**config.mk**
```make
export PLATFORM = sky130hd
export DESIGN_NAME = overflow_underflow_rectifier
export DESIGN_NICKNAME = d
export VERILOG_FILES = /design/src/rtl/overflow_underflow_rectifier.sv
export SDC_FILE = /design/constraint.sdc
export NUM_CORES = 1
export LEC_CHECK = 0
export ABC_AREA = 0
export BUFFER_PORTS_ARGS = -buffer_cell sky130_fd_sc_hd__buf_2
export CAP_MARGIN = 10
export CORE_MARGIN = 2
export CORE_UTILIZATION = 37
export DETAILED_ROUTE_END_ITERATION = 16
export HOLD_SLACK_MARGIN = 0.15
export PLACE_DENSITY = 0.8
export REMOVE_ABC_BUFFERS = 1
export SLEW_MARGIN = 20
export SYNTH_ARGS = -nofsm -noshare
export SYNTH_HDL_FRONTEND = slang
export SYNTH_SLANG_ARGS = --single-unit
export TNS_END_PERCENT = 5
```
**constraint.sdc**
```tcl
create_clock -name clk_in -period 0.8 [get_ports clk_in]
set_clock_uncertainty 0.2 [all_clocks]
set_input_delay 0.04 -clock clk_in [delete_from_list [all_inputs] [get_ports clk_in]]
set_output_delay 0.04 -clock clk_in [all_outputs]
set_load 0.02 [all_outputs]
```
**src/rtl/overflow_underflow_rectifier.sv**
```systemverilog
// overflow_underflow_rectifier
//
// Registered signed saturation stage. Narrows a wide two's-complement value
// (accumulator / neuron sum) to a narrower two's-complement word, clamping
// out-of-range values to the most positive or most negative representable
// value instead of letting them wrap.
//
// Parameters:
//   UNRECTIFIED_DATA_WIDTH  width of the signed input word (must exceed
//                           RECTIFIED_DATA_WIDTH)
//   RECTIFIED_DATA_WIDTH    width of the signed output word (at least 2)
//
// Ports:
//   clk_in              sole clock, rising edge
//   rst_n_in            asynchronous active-low reset, clears the output to 0
//   unrectified_num_in  signed input value to be narrowed
//   rectified_num_out   registered, saturated signed result (1 clock latency)

module overflow_underflow_rectifier #(
    parameter int UNRECTIFIED_DATA_WIDTH = 32,
    parameter int RECTIFIED_DATA_WIDTH   = 16
) (
    input  logic                              clk_in,
    input  logic                              rst_n_in,
    input  logic [UNRECTIFIED_DATA_WIDTH-1:0] unrectified_num_in,
    output logic [RECTIFIED_DATA_WIDTH-1:0]   rectified_num_out
);

    localparam int U = UNRECTIFIED_DATA_WIDTH;
    localparam int R = RECTIFIED_DATA_WIDTH;

    localparam logic [R-1:0] SAT_MAX = {1'b0, {(R-1){1'b1}}};
    localparam logic [R-1:0] SAT_MIN = {1'b1, {(R-1){1'b0}}};

    logic [U-R:0] upper_bits;
    logic         in_range;
    logic         sign_bit;
    logic [R-1:0] rect_d;
    logic [R-1:0] rect_q;

    // The value fits in R signed bits exactly when everything from the output
    // sign position up to the input sign bit is a pure sign extension.
    assign upper_bits = unrectified_num_in[U-1:R-1];
    assign in_range   = (&upper_bits) | ~(|upper_bits);
    assign sign_bit   = unrectified_num_in[U-1];

    always_comb begin
        rect_d = unrectified_num_in[R-1:0];
        if (!in_range) begin
            rect_d = sign_bit ? SAT_MIN : SAT_MAX;
        end
    end

    always_ff @(posedge clk_in or negedge rst_n_in) begin
        if (!rst_n_in) begin
            rect_q <= '0;
        end else begin
            rect_q <= rect_d;
        end
    end

    assign rectified_num_out = rect_q;

endmodule

```
Yosys cells after proc, flatten, opt, wreduce, memory -nomap -nowiden
Cells that the tools add are included.
{"block": "classes", "mux": 2, "bitwise_logic": 2, "reduce_logical": 2}
{"operator": "$mux 16", "n": 2}
{"operator": "$reduce_and 17->1", "n": 1}
{"operator": "$reduce_or 17->1", "n": 1}
{"operator": "$not 1->1", "n": 1}
{"operator": "$or 1x1->1", "n": 1}
{"block": "word_totals", "register_bits": 16, "input_bits": 34}

Logic depth before layout (Yosys ltp)
{"block": "depth", "ltp_word": 4, "mapped_depth": 6}

Worst setup path before layout
No wires, ideal clock.
{"block": "synth_timing", "path_kind": "input to register", "startpoint": "input port unrectified_num_in[25]", "endpoint": "register rect_q[10] (netlist: rectified_num_out[10])", "setup_ps": 118, "arrival_time_ps": 1051, "t_required_ps": 482, "setup_slack_ps": -569, "cell_stages": 6, "n_path_buf": 1, "cell_sequence": "nor4_1 -> nand4_1 -> nor4_2 -> a311oi_2 -> buf_6 -> a21o_1"}
{"block": "synth_via", "elab_chain_len": 4, "word_cells_on_any_way": 5, "cone_classes": "mux (1); bitwise (2); reduce/logical (2)"}
{"item": "from (decl)", "line_no": "25", "text": "input logic [UNRECTIFIED_DATA_WIDTH-1:0] unrectified_num_in,"}
{"item": "$reduce_or 17->1", "line_no": "44", "text": "assign in_range = (&upper_bits) | ~(|upper_bits);"}
{"item": "$not 1->1", "line_no": "44"}
{"item": "$or 1x1->1 (*)", "line_no": "44"}
{"item": "$mux 16 (*)", "line_no": "49", "text": "if (!in_range) begin"}
{"item": "named net rect_d[10]", "line_no": "38", "text": "logic [R-1:0] rect_d;"}
{"item": "to (signal assigned)", "line_no": "58", "text": "rect_q <= rect_d;"}
{"item": "to (decl)", "line_no": "39", "text": "logic [R-1:0] rect_q;"}
Mark *: on every way through the listed nets, which the timed path passes. The rest lies on a longest branch.

Worst setup path in the final report
{"block": "layout_timing", "startpoint": "input port unrectified_num_in[30]", "endpoint": "register rect_q[3] (netlist: rectified_num_out[3])"}
The elaborated chain is that of the path after synthesis.

==> out/metrics.csv <==
stage,metric,value,unit
outcome,run status,"complete, but fails checks",
routing,drt pass-1 iters,4,
global_routing,first-pass GRT wire length,2840,um
clock_network,CTS Buf Count,3,
sta,hold slack,-0.555,ns
synth,post-synthesis xor/xnor area fraction,0,%
routing,number of DRC markers in iteration 0,11,
power_and_ir_drop,Clock Power Share,30.5,%
final_layout,proportion of layout cells with a drive suffix above 1,66.7,%
synth,Mapped Avg Cell Area,13.3,um^2
synth,register area share after synthesis,61.5,%
setup_path,CP required,0.77,ns
final_layout,NumNets Final,140,
synth,largest family of logic cells by synthesized area,compound AO/OA/AOI/OAI gates,
global_routing,met1 Use GR,23.7,%
final_layout,Largest register FFs,16,
sta,Fin. Hold Viols,32,
clock_network,clk slew on worst S/H paths,0.10,ns
sta,min cycle time layout,1.27,ns
outcome,violated checks,"negative hold slack, negative setup slack",
global_routing,grt met3 use,2.78,%
global_routing,pin count of the biggest net entering global routing,17,
synth,Area contributors post-synth,"dfrtp_1 62%, a21o_1 12%, a21o_2 6.7%, nand4_1 3.8%, nor4_1 2.9%",
place,Post-DP Area,902,um^2
sta,slack of the critical path,-0.469,ns
power_and_ir_drop,Psw,0.431,mW
floorplanning,Core Footprint,1690,um^2
power_and_ir_drop,Switching Fraction,25.2,%
routing,drt drc,0,
synth,share of Yosys cell area claimed by the top area cell type,61.5,%
routing,Routed Antenna Nets,0,
setup_path,crit end category,register,
synth,Seq cells post-synth,16,
clock_network,root buffer cell,clkbuf_4,
synth,Synth area leader,dfrtp_1,
power_and_ir_drop,Comb power frac,19.4,%
setup_path,Setup crit start kind,input pin,
clock_network,H-tree levels,1,
synth,Yosys warning total,0,
routing,routed vias/inst,5.38,
global_routing,Total GRT Usage,19.2,%
setup_path,Setup Crit Path Kind,in -> reg,
sta,slew of the pin with the lowest slew margin,0.549,ns
clock_network,CTS max path bufs,2,
floorplanning,row count,15,
floorplanning,Die ar.,2110,um^2
synth,post-synthesis mux area share,0,%
routing,Routed WL,1880,um
place,GPL Wtd Cong,0.757,
global_routing,total gr overflow,0,
setup_path,crit-path max FO,8,
clock_network,clk sink count,16,
final_layout,layout overhead on the synthesized area,72.3,%
worst_hold_path,Hold WC Path Type,in -> async,
sta,Slew Limit Fails,0,
setup_path,CP arrival,1.24,ns
job,# Max-Cap Violations,0,
global_routing,layer with the highest usage,met2,
final_layout,Filler cells,132,
power_and_ir_drop,sequential fraction of design power,50.1,%
power_and_ir_drop,Final Total Pwr,1.71,mW
routing,via count,656,
clock_network,TritonCTS clock tree,built,
global_routing,GR Util met2,32.5,%
floorplanning,die width,45.9,um
global_routing,initial antenna violation count,0,
final_layout,Antenna Cells,0,
synth,Unique masters post-synth,14,
synth,Post-Synth Adder-Cell Area,0,%
routing,Avg WL per Cell,15.4,um
synth,Post-Syn Instances,49,
sta,Fmax achieved,788,MHz
sta,RSZ-0062 raised after global routing,true,
floorplanning,IO Count,50,
power_and_ir_drop,Max IR drop VDD,598,uV
sta,Final Setup Violations,31,
place,Place WS,-0.892,ns
sta,Sum Neg Setup Slack,-10.62,ns
floorplanning,Starting Density,38.5,%
synth,Compound-Gate Fraction of Synth Area,21.9,%
final_layout,post-route design area,1120,um^2
floorplanning,Die Y,45.9,um
global_routing,vias in the first global route,619,
place,# port buffers,49,
power_and_ir_drop,P per Cell Area,1530,nW/um^2
power_and_ir_drop,Pleak,0.587,nW
power_and_ir_drop,internal power,1.28,mW
sta,relative slew slack,63.4,%
synth,synthesized cell area,651,um^2
synth,Simple-Gate Fraction of Synth Area,11.9,%
sta,Final period util,159,%
==> synth_stat cells (all sizes together) <==
cell / count
nor4: 4
buf: 2
dfrtp: 16
clkbuf: 1
nand2: 1
a21o: 15
a31o: 1
nor2: 3
a311oi: 1
and3: 1
nand4: 4
==> what timing repair did <==
action                                  in CTS  in global routing
endpoints found under the setup margin      31                 31
cloned                                       2                  0
resized for setup                           15                  3
buffers inserted                             2                  0
pin swaps                                    6                  2
hold endpoints to repair                    32                 32
==> placed cells by master (no fill, tap or decap) <==
cell / n
buf_6: 6
buf_4: 3
buf_8: 1
dfrtp_1: 16
nor2_1: 3
buf_2: 42
nor4_4: 4
a311oi_2: 1
a21o_2: 5
buf_12: 1
a311oi_4: 1
and3_1: 1
buf_16: 1
nand4_1: 4
clkbuf_4: 3
nand2_1: 1
a21o_1: 10
a31o_2: 1
clkbuf_8: 1
==> metal layers <==
| metal | share of wire [%] | routed length, um | vias to the layer above |
|---|---|---|---|
| met5 | 0 | 0 | - |
| met4 | 1.5 | 29 | 0 |
| met2 | 53 | 989 | 33 |
| li1 | - | - | 299 |
| met1 | 38 | 723 | 322 |
| met3 | 7.2 | 136 | 2 |
==> metrics by stage <==
step	util, %	hold slack (ns)	cells
after detailed placement	53.4	-0.239	114
after global placement	53.4	-0.244	114
after floorplan	-	-0.456	46
after CTS	65.8	-0.550	122
after global routing	66.4	-0.532	122
final	66.4	-0.555	122
==> power by group through the flow <==
stage	Combinational, mW	Sequential, mW	Clock (mW)
3_5_place_dp	0.272	0.874	0
3_3_place_gp	0.264	0.874	0
6_report	0.333	0.858	0.523
2_1_floorplan	0.0506	0.931	0
5_1_grt	0.358	0.862	0.566
4_1_cts	0.327	0.858	0.530
==> cells by family (layout without fill, tap and decap cells) <==
family | Yosys count | after routing
buffers and inverters | 3 | 58
AND/OR/NAND/NOR | 13 | 13
flip-flops | 16 | 16
AO/OA/AOI/OAI | 17 | 18
==> critical path: stages <==
cell	delay, ns
buf_8	0.10
nor4_4	0.26
nand4_1	0.18
nor4_4	0.18
buf_4	0.18
a311oi_4	0.06
a21o_2	0.24
==> worst paths after layout <==
check	endpoint	startpoint	slack, ns	cells past startpoint
setup / recovery	rectified_num_out[3]$_DFF_PN0_	unrectified_num_in[30]	-0.47	7
hold / removal	rectified_num_out[12]$_DFF_PN0_	rst_n_in	-0.55	1
max in group asynchronous	rectified_num_out[0]$_DFF_PN0_	rst_n_in	0.69	1
min in group clk_in	rectified_num_out[15]$_DFF_PN0_	unrectified_num_in[31]	-0.27	1
==> area by class of cell <==
cell class | count | area (um^2) | area share (%)
multi-input combinational | 31 | 300 | 26.8
timing repair buffer | 54 | 363 | 32.4
clock buffer | 4 | 36.3 | 3.24
tap | 17 | 21.3 | 1.90
sequential | 16 | 400 | 35.7
(Power assumes the default switching activity.)
